`src/rtl/fractal_pass_scheduler.sv`:
```
// fractal_pass_scheduler
//   Sequences the fractal render loop for the iteration datapath, one frame at a
//   time. It counts accepted pixels to track the raster position. At every frame
//   boundary it can change the draw mode, the committed Julia constant and the
//   pass count. A render is one CLEAR frame followed by MAX_PASSES iteration frames.
//   Touch and home requests are latched at any time. They restart the render at the
//   next frame boundary.
// Ports
//   i_Clk, i_Reset        clock; asynchronous active-high reset
//   i_Px_Ack              datapath consumed one pixel this cycle
//   i_Touch_Valid/X/Y     pulse: render Julia set for touch point (clamped on-screen)
//   i_Mandel_Req          pulse: return to the Mandelbrot set
//   o_Draw                draw mode: 0 CLEAR, 1 MANDELBROT, 2 JULIA
//   o_cx, o_cy            committed Julia constant (pixel units)
//   o_Pass                completed iteration passes of the current render
//   o_Busy                0 only once all passes of the render are done
//   o_Frame_Done          one-cycle pulse after each frame boundary
module fractal_pass_scheduler #(
    parameter int H_PIXELS   = 800,
    parameter int V_PIXELS   = 480,
    parameter int MAX_PASSES = 64
) (
    input  logic       i_Clk,
    input  logic       i_Reset,
    input  logic       i_Px_Ack,
    input  logic       i_Touch_Valid,
    input  logic [9:0] i_Touch_X,
    input  logic [8:0] i_Touch_Y,
    input  logic       i_Mandel_Req,
    output logic [1:0] o_Draw,
    output logic [9:0] o_cx,
    output logic [8:0] o_cy,
    output logic [7:0] o_Pass,
    output logic       o_Busy,
    output logic       o_Frame_Done
);

    localparam logic [1:0] DRAW_CLEAR  = 2'd0;
    localparam logic [1:0] DRAW_MANDEL = 2'd1;
    localparam logic [1:0] DRAW_JULIA  = 2'd2;

    localparam logic [9:0] X_LAST   = 10'(H_PIXELS - 1);
    localparam logic [8:0] Y_LAST   = 9'(V_PIXELS - 1);
    localparam logic [8:0] PASS_MAX = 9'(MAX_PASSES);

    typedef enum logic [1:0] {S_CLEAR, S_ITER, S_DONE} state_t;

    state_t     state, state_nxt;
    logic [9:0] x;
    logic [8:0] y;
    logic       frame_end;

    logic       pending;
    logic [1:0] target;
    logic [9:0] pend_x;
    logic [8:0] pend_y;

    logic [1:0] draw_nxt;
    logic [7:0] pass_nxt;
    logic [8:0] pass_inc;
    logic       commit;
    logic       clr_pend;

    // Raster position advances only on accepted pixels.
    assign frame_end = i_Px_Ack && (x == X_LAST) && (y == Y_LAST);

    always_ff @(posedge i_Clk or posedge i_Reset) begin
        if (i_Reset) begin
            x <= '0;
            y <= '0;
        end else if (i_Px_Ack) begin
            if (x == X_LAST) begin
                x <= '0;
                y <= (y == Y_LAST) ? 9'd0 : y + 9'd1;
            end else begin
                x <= x + 10'd1;
            end
        end
    end

    // Request latch. A new request takes priority over the clear done by the
    // boundary. A request that arrives in the same cycle as a boundary is
    // therefore kept and acted on at the next boundary.
    always_ff @(posedge i_Clk or posedge i_Reset) begin
        if (i_Reset) begin
            pending <= 1'b0;
            target  <= DRAW_MANDEL;
            pend_x  <= '0;
            pend_y  <= '0;
        end else if (i_Touch_Valid) begin
            pending <= 1'b1;
            target  <= DRAW_JULIA;
            pend_x  <= (i_Touch_X > X_LAST) ? X_LAST : i_Touch_X;
            pend_y  <= (i_Touch_Y > Y_LAST) ? Y_LAST : i_Touch_Y;
        end else if (i_Mandel_Req) begin
            pending <= 1'b1;
            target  <= DRAW_MANDEL;
        end else if (frame_end && clr_pend) begin
            pending <= 1'b0;
        end
    end

    // Next-state logic. It takes effect only on a frame boundary.
    always_comb begin
        state_nxt = state;
        draw_nxt  = o_Draw;
        pass_nxt  = o_Pass;
        commit    = 1'b0;
        clr_pend  = 1'b0;
        pass_inc  = {1'b0, o_Pass} + 9'd1;
        case (state)
            S_CLEAR: begin
                // Requests that arrive during CLEAR are picked up here.
                // No second clear frame is needed.
                state_nxt = S_ITER;
                draw_nxt  = target;
                commit    = (target == DRAW_JULIA);
                clr_pend  = 1'b1;
                pass_nxt  = '0;
            end
            S_ITER: begin
                if (pending) begin
                    state_nxt = S_CLEAR;
                    draw_nxt  = DRAW_CLEAR;
                    pass_nxt  = '0;
                end else begin
                    pass_nxt = (pass_inc >= PASS_MAX) ? PASS_MAX[7:0] : pass_inc[7:0];
                    if (pass_inc >= PASS_MAX) state_nxt = S_DONE;
                end
            end
            S_DONE: begin
                if (pending) begin
                    state_nxt = S_CLEAR;
                    draw_nxt  = DRAW_CLEAR;
                    pass_nxt  = '0;
                end
            end
            default: begin
                state_nxt = S_CLEAR;
                draw_nxt  = DRAW_CLEAR;
                pass_nxt  = '0;
            end
        endcase
    end

    always_ff @(posedge i_Clk or posedge i_Reset) begin
        if (i_Reset) begin
            state        <= S_CLEAR;
            o_Draw       <= DRAW_CLEAR;
            o_cx         <= '0;
            o_cy         <= '0;
            o_Pass       <= '0;
            o_Frame_Done <= 1'b0;
        end else begin
            o_Frame_Done <= frame_end;
            if (frame_end) begin
                state  <= state_nxt;
                o_Draw <= draw_nxt;
                o_Pass <= pass_nxt;
                if (commit) begin
                    o_cx <= pend_x;
                    o_cy <= pend_y;
                end
            end
        end
    end

    assign o_Busy = (state != S_DONE);

endmodule

```
`config.mk`:
```
export PLATFORM = sky130hd
export DESIGN_NAME = fractal_pass_scheduler
export DESIGN_NICKNAME = d
export VERILOG_FILES = /design/src/rtl/fractal_pass_scheduler.sv
export SDC_FILE = /design/constraint.sdc
export NUM_CORES = 1
export LEC_CHECK = 0
export BUFFER_PORTS_ARGS = -buffer_cell sky130_fd_sc_hd__buf_2
export CAP_MARGIN = 10
export CORE_UTILIZATION = 50
export DETAILED_ROUTE_END_ITERATION = 10
export HOLD_SLACK_MARGIN = 0.06
export PLACE_DENSITY = 0.78
export SLEW_MARGIN = 20
export SYNTH_ARGS = -nofsm -noshare
export SYNTH_HDL_FRONTEND = slang
export SYNTH_SLANG_ARGS = --single-unit
```
`constraint.sdc`:
```
create_clock -name i_Clk -period 2.8 [get_ports i_Clk]
set_clock_uncertainty 0.2 [all_clocks]
set_input_delay 0.14 -clock i_Clk [delete_from_list [all_inputs] [get_ports i_Clk]]
set_output_delay 0.14 -clock i_Clk [all_outputs]
set_load 0.05 [all_outputs]
```
# Word-level counts from Yosys, hierarchy flattened
# Index checks and enable logic that the tools add are counted.
[word_totals] in_bits=24 word_cells=59 out_inout_bits=31 reg_bits=73
[op_classes] eq_ne=9 addsub=3 n_reduce_logical=12 order_cmp=3 mux=20
[op_table] operator="two-way mux 8 bit" n=3
[op_table] operator="two-way mux 10 bit" n=2
[op_table] operator="two-way mux 9 bit" n=2
[op_table] operator="one-hot mux 8 bit (2 select lines)" n=1
[op_table] operator="adder 10 x 1 -> 10 bit, second input constant" n=1
[op_table] operator="equality test 10 bit, second input constant" n=1
[op_table] operator="greater-than comparator 10 bit, second input constant" n=1
[op_table] operator="two-way mux 2 bit" n=5
[op_table] operator="adder 8 x 1 -> 9 bit, second input constant" n=1
[op_table] operator="adder 9 x 1 -> 9 bit, second input constant" n=1
[op_table] operator="equality test 9 bit, second input constant" n=1
[op_table] operator=">= comparator 9 x 7 -> 1 bit, second input constant" n=1
[op_table] operator="greater-than comparator 9 bit, second input constant" n=1
[op_table] operator="AND reduction 2 bit" n=4
[op_table] operator="one-hot mux 2 bit (3 select lines)" n=1
[op_table] operator="two-way mux 1 bit" n=5
[op_table] operator="equality test 2 bit, second input constant" n=2
[op_table] operator="inequality test 2 bit, second input constant" n=2
[op_table] operator="one-hot mux 2 bit (2 select lines)" n=1
[op_table] operator="logical AND 1 bit" n=3
[op_table] operator="inequality test 3 bit, second input constant" n=1
[op_table] operator="AND reduction 3 bit" n=1
[op_table] operator="nonzero test 3 bit" n=1
[op_table] operator="equality test 2 x 1 -> 1 bit, second input constant" n=1
[op_table] operator="other kinds (4)" n=4

# Logic depth before layout (Yosys ltp)
# Gate-level depths: netlist of run 1.
[depth] word_depth=7 depth_mapped=8 depth_no_buf=7

# Worst setup path after synthesis of run 1
# OpenSTA, ideal clock, no wires.
[synth_path] path_kind="flip-flop to flip-flop" startpoint="register y[0]" endpoint="register o_cx[0]" slack_ns=0.148 setup_time_ns=0.125 arrival_time_ns=2.327 path_stages_with_launch=8 n_path_buf=2 cell_sequence="dfrtp_1 -> ha_1 -> nand4_2 -> or4b_4 -> or4_4 -> buf_6 -> buf_12 -> mux2_4"
[synth_via] elab_chain_cells=3
[synth_lines] item="start: declaration" line="50" source="logic [8:0] y;"
[synth_lines] item="start signal: assignment" line="74" source="y <= (y == Y_LAST) ? 9'd0 : y + 9'd1;"
[synth_lines] item="equality test 9 bit" line="65" source="assign frame_end = i_Px_Ack && (x == X_LAST) && (y == Y_LAST);"
[synth_lines] item="logical AND 1 bit" line="65"
[synth_lines] item="AND reduction 2 bit (no line)"
[synth_lines] item="end signal: assignment" line="161" source="o_cx <= pend_x;"
[synth_lines] item="end: declaration" line="31" source="output logic [9:0] o_cx,"
# No other way between the ends.
# A chain may end at the register's enable or synchronous reset.

# Worst setup path in the final report of run 1
[layout_path] startpoint="register y[0]" endpoint="register o_cy[4]"
[layout_via] elab_chain_cells=3
[layout_lines] item="equality test 9 bit" line="65"
[layout_lines] item="logical AND 1 bit" line="65"
[layout_lines] item="AND reduction 2 bit (no line)"
[layout_lines] item="end signal: assignment" line="162" source="o_cy <= pend_y;"
[layout_lines] item="end: declaration" line="32" source="output logic [8:0] o_cy,"
# No other way between the ends.

==> results of run 1 <==
## through the flow
| stage | std cells | cell area [um^2] | hold slack, ps | util [%] | total power, mW |
|---|---|---|---|---|---|
| 2_1_floorplan | 277 | 3250 | 45.0 | - | 1.36 |
| 4_1_cts | 442 | 4060 | 235 | 64.3 | 2.35 |
| 6_report | 442 | 4070 | 220 | 64.4 | 2.33 |
| 3_5_place_dp | 402 | 3590 | 51.1 | 56.9 | 1.42 |
| 3_3_place_gp | 402 | 3590 | 51.8 | 56.9 | 1.41 |
| 5_1_grt | 442 | 4070 | 303 | 64.4 | 2.44 |
## critical path, delay by kind of cell (launching register included)
family | cells | cell delay [ps]
mux | 1 | 370
fa+ha+maj | 1 | 250
flops | 1 | 390
simple gates | 3 | 1360
## what timing repair did
action | CTS | global route
endpoints found under the setup margin | 0 | 16
gates resized for setup | 0 | 1
hold endpoints to repair | 100 | 0
hold buffers | 25 | 0
## cell usage after synthesis, drive strengths merged (3+ instances only)
cell and instances:
dfrtp 72, ha 7, nor2 16, inv 15
xor2 3, xnor2 8, nand3 12, o31ai 3
o22a 11, clkbuf 6, nand2 25, nor3 4
nand4 10, o21ai 22, buf 4, mux2 25
## layout make-up
cell class,instances,area [um^2],share of cell area [%]
flip-flops and latches,73,1830,44.9
clock buffers,10,138,3.38
clock inverters,5,80.1,1.97
well taps,77,96.3,2.37
inverters,15,56.3,1.38
repair buffers,83,563,13.8
multi-input cells,179,1310,32.1
## logic make-up (layout without fill, tap and decap cells)
kind of cell,after synthesis,after routing,share of synthesized area (%)
and+or+nand+nor,88,88,14.3
muxes,26,26,10.3
AOI/OAI and AO/OA,47,47,9.62
adders and majority gates,7,7,2.69
xor gates and xnor gates,11,11,2.96
DFF,73,73,56.2
buffers and inverters,25,113,3.85
## per-layer routing
metal | vias up | GRT usage (%)
met5 | - | 0
met4 | 0 | 7.93
met3 | 9 | 4.29
met2 | 53 | 34.3
met1 | 1137 | 25.0
li1 | 1145 | -
## worst paths after layout
check | end | slack (ps) | depth (start not counted) | startpoint
worst max-delay path | o_cy[4] | 120 | 5 | y[0]
worst min-delay path | o_cy[4] | 220 | 4 | i_Reset
worst max register to register | o_cy[4] | 120 | 5 | y[0]
worst min register to register | o_cy[5] | 300 | 2 | o_cy[5]
max in group asynchronous | target[0] | 1860 | 4 | i_Reset
min in group i_Clk | o_cy[5] | 300 | 2 | o_cy[5]
## flip-flops by register name, indices dropped and copies added (netlist names), 2 cells and up
signal,flops
y,9
o_cx,10
o_Draw,2
pend_x,10
o_cy,9
state,2
x,10
target,2
pend_y,9
o_Pass,8
## power groups by stage
stage | clock (mW) | sequential, mW | combinational, mW
after global placement | 0 | 1.22 | 0.189
final | 0.902 | 1.21 | 0.219
after floorplan | 0 | 1.21 | 0.145
after global routing | 0.966 | 1.22 | 0.250
after CTS | 0.914 | 1.21 | 0.223
after detailed placement | 0 | 1.23 | 0.194
==> key figures, run 1 <==
Clock tree
  • Htree depth: 3
  • Max Buffers Root-to-Sink: 2
  • Clk_lat worst skew: 340 ps
  • Num CTS Buffers: 9
  • Clock slew at reported path FFs: 70 ps
  • Setup bufs post-CTS: 0
  • Clock root buffer master: clkbuf_8
  • Sinks on Clock Net: 73
  • TritonCTS clock tree: built

Critical path
  • Crit path max-delay cell type: or4_4
  • Largest stage delay, worst path: 630 ps
  • Crit path DAT: 2700 ps
  • Crit-path cells: ha_1 > nand4_2 > or4b_4 > or4_4 > mux2_4
  • Worst endpoint required time: 2820 ps
  • Crit path kind: flip-flop to flip-flop
  • Critical Path Start Type: flip-flop
  • Crit-path max FO: 23
  • Endpoint class of the critical path: flip-flop

Pwr
  • Sw Ratio: 24.2%
  • Clock network power share: 38.7%
  • P_int: 1.77 mW
  • Net switching power figure: 0.564 mW
  • Seq pwr share: 51.9%
  • Maximum vdd ir drop: 0.317 mV
  • Pleak: 1.97 nW
  • Pwr/cell area: 573 nW/um^2
  • Logic pwr share: 9.4%

Routing
  • Detailed Route WL: 6.43 mm
  • Wire length on met2: 3.08 mm
  • DRT Pass-1 Iters: 4
  • Routed vias/inst: 5.30
  • DR top layer: met4
  • DR iter-0 viols: 87
  • Routed via count: 2344
  • Metal-1 WL: 2.99 mm
  • Wire length per cell: 14.5 um
  • Routed Antenna Nets: 0
  • Met3 wire length: 272 um
  • DRC violations left: 0

GRT
  • GRT Residual Overflow: 0
  • Overall global routing resource usage: 20.2%
  • Vias in the first global route: 2301
  • Initial antenna violation count: 0
  • Largest net degree at the start of global routing: 74
  • Global-route wire length before repair: 10.2 mm

Cells and area
  • Inserted Diodes: 0
  • Share of cells above drive strength 1: 29.9%
  • Area growth, synth to finish: 25.1%
  • Commonest non-fill, non-tap cells in the layout: dfrtp_1 (72), buf_2 (54), nand2_1 (25), dlygate4sd3_1 (25), o21ai_0 (22)
  • Total Nets Final: 392
  • Most common cell after layout, fill and taps aside: dfrtp_1
  • Filler cell count: 481

Flow run
  • Max Cap Viol: 0

STA
  • Actual slew at the worst max-slew pin: 800 ps
  • Final worst slack: 119 ps
  • Max Clock Freq: 373 MHz
  • Final Slew Violations: 0
  • Unrepaired setup endpoints after global routing: false
  • Hold Fails Final Rpt: 0
  • Setup violators final: 0
  • Setup tns final: 0 ps
  • Crit share post-route: 95.8%
  • Min Tclk post-route: 2680 ps
  • Slew HR: 46.1%

Logic synthesis
  • Share of the synthesized area in the top cell type: 55.4%
  • Synth Instances: 277
  • Synth area leader: dfrtp_1
  • Synth Flop Type: dfrtp_1
  • Sequential fraction of the synthesis area: 56.2%
  • EDFF count, synth: 0
  • Synth Net Count: 308
  • Flops & latches, synth: 73
  • Avg Inst Size Synth: 11.7 um^2
  • Mapped cell area: 3250 um^2
  • Total number of yosys warnings: 0
  • Largest cells by area after synthesis: dfrtp_1 (55%), mux2_4 (5.5%), mux2_2 (4.5%)
  • Ys async rst share: 100%
  • Yosys cell types: 47

Hold path
  • Min-Delay Path Class: input pin to async pin

Floorplanning
  • Rows: 29
  • I/O pins: 55
  • Die H: 82.7 um
  • Placeable Area: 6310 um^2
  • Die footprint: 6830 um^2
  • Starting density of the core: 51.5%
  • Chip width: 82.7 um

Placed design
  • HPWL Detailed: 4.04 mm
  • Setup WS pre-CTS: 62.6 ps
  • # port buffers: 54
  • Gpl congestion: 0.801

Outcome
  • Outcome: finished, final reports clean
No activity file was read; power rests on OpenSTA's default activity.
==> run 2, diff against run 1 <==
- PLACE_DENSITY: 0.78 -> not set
- PLACE_DENSITY_LB_ADDON: not set -> 0.1
==> run 2 against run 1 <==
  * Global-route usage up 1.5 points
  * Core utilization hardly changed
  * Via count fell by 0.81%
  * Cell area about the same
  * Count of clock-buffer cells in the layout unchanged
  * Combinational power grew 5%
  * Register-to-register slack improved by 20 ps
  * Worst hold slack better by 4.0 ps
  * Maximum frequency up 0.73%
  * Critical path depth unchanged
  * Final cell count up 0.68%
  * Critical path type unchanged
  * Largest cell class unchanged
==> key figures, run 2 (same netlist as run 1, synthesis figures left out) <==
Outcome
  • Outcome: finished, final reports clean

GRT
  • Vias in the first global route: 2318
  • Initial antenna violation count: 0
  • Largest net degree at the start of global routing: 39
  • GRT Residual Overflow: 0
  • Global-route wire length before repair: 10.8 mm
  • Overall global routing resource usage: 21.7%

Cells and area
  • Largest regs: o_cx: 10 flops, pend_x: 10 flops, x: 10 flops
  • Inserted Diodes: 0
  • Non-Filler Instances: 445
  • Filler cell count: 515
  • Area of the multi-input gates: 1320 um^2
  • Total Nets Final: 394
  • Area growth, synth to finish: 25.0%
  • Share of cells above drive strength 1: 31.0%
  • Most common cell after layout, fill and taps aside: dfrtp_1
  • Register area: 1830 um^2
  • Commonest non-fill, non-tap cells in the layout: dfrtp_1 (72), buf_2 (54), nand2_1 (25), dlygate4sd3_1 (25), o21ai_0 (22)

Clock tree
  • Num CTS Buffers: 9
  • Clock slew at reported path FFs: 80 ps
  • Sinks on Clock Net: 73
  • Setup bufs post-CTS: 0
  • Clk_lat worst skew: 360 ps
  • Clock root buffer master: clkbuf_8
  • TritonCTS clock tree: built
  • Htree depth: 3
  • Max Buffers Root-to-Sink: 2

STA
  • Min Tclk post-route: 2660 ps
  • Max Clock Freq: 376 MHz
  • Actual slew at the worst max-slew pin: 709 ps
  • Setup violators final: 0
  • Unrepaired setup endpoints after global routing: false
  • Final worst slack: 138 ps
  • Slew HR: 52.3%
  • Hold Fails Final Rpt: 0
  • Final Slew Violations: 0
  • Crit share post-route: 95.1%
  • Setup tns final: 0 ps

Placed design
  • Setup WS pre-CTS: 57.9 ps
  • HPWL Detailed: 4.27 mm
  • Gpl congestion: 0.793
  • # port buffers: 54
  • # placed instances: 404

Critical path
  • Worst r2r dst: o_cy[3]
  • Crit-path cells: ha_2 > nand4_2 > or4b_4 > or4_4 > mux2_4
  • Crit path kind: flip-flop to flip-flop
  • Worst path top cell family by delay: simple AND/OR/NAND/NOR gates
  • Crit path max-delay cell type: or4_4
  • R2r worst-path depth: 5
  • Worst R2R Setup Slack: 140 ps
  • CP bufs+invs: 0
  • R2r startpoint: y[1]
  • Largest stage delay, worst path: 640 ps
  • Critical Path Start Type: flip-flop
  • Worst endpoint required time: 2840 ps
  • Crit path DAT: 2710 ps
  • Endpoint class of the critical path: flip-flop
  • Crit. Startpoint: y[1]
  • Crit-path max FO: 23

Routing
  • DRT Pass-1 Iters: 4
  • DR iter-0 viols: 67
  • DRC violations left: 0
  • Routed vias/inst: 5.22
  • Routed via count: 2325
  • Routed Antenna Nets: 0
  • Wire length per cell: 15.2 um
  • Detailed Route WL: 6.76 mm

Flow run
  • Max Cap Viol: 0

Floorplanning
  • Rows: 29
  • Die footprint: 6830 um^2
  • Placeable Area: 6310 um^2
  • I/O pins: 55
  • Chip width: 82.7 um
  • Starting density of the core: 51.5%
  • Die H: 82.7 um

Pwr
  • Maximum vdd ir drop: 0.367 mV
  • Pwr/cell area: 565 nW/um^2
  • Pleak: 1.97 nW

Hold path
  • Min-Delay Path Class: input pin to async pin
## run 2: cell types whose count changed in the layout (fill, tap and decap cells not counted), sizes merged
cell / change
buf: +2
bufinv: -1
clkinv: +2
## run 2: through the flow
stage               cell area, um^2  total power, mW  hold WS, ps  utilization [%]
floorplan                      3250             1.36         45.0                -
global placement               3600             1.42         71.7             57.0
detailed placement             3600             1.43         76.2             57.0
CTS                            4050             2.31          240             64.2
global route                   4070             2.40          284             64.4
finish                         4070             2.30          224             64.4
## run 2: worst max path at each step
stage | endpoint | slack (ps) | cells after the start
2_1_floorplan | o_cx[0] | 150 | 7
3_3_place_gp | o_cx[0] | 110 | 5
3_5_place_dp | o_cy[3] | 60 | 5
4_1_cts | o_cx[4] | 40 | 5
5_1_grt | o_Pass[3] | 20 | 6
6_report | o_cy[3] | 140 | 5
## run 2: repair_timing
action	4_1_cts	5_1_grt
setup endpoints to repair	0	17
gates resized for setup	0	3
hold endpoints to repair	100	0
hold buffers	25	0
## run 2: layout make-up
cell class / instances / area share, %
Clock inverter: 6 / 1.66
Sequential cell: 73 / 44.9
Timing Repair Buffer: 85 / 13.9
Multi-Input combinational cell: 179 / 32.4
Inverter: 15 / 1.38
Clock buffer: 10 / 3.38
Tap cell: 77 / 2.37
## run 2: worst min-delay path, delay by kind of cell
kind     cells  cell delay, ps
buf+inv      4            1070
## run 2: power by group
part | internal, mW | total, mW | switching [mW]
clock network | 0.437 | 0.858 | 0.421
logic | 0.124 | 0.230 | 0.107
registers | 1.13 | 1.21 | 0.0775
total | 1.69 | 2.30 | 0.605
## run 2: metal layers
metal,share of wire (%),GRT usage [%],wire [um]
met3,4.1,4.29,274
met2,47,34.2,3140
met5,0,0,0
met4,1.6,10.3,105
met1,48,28.5,3230
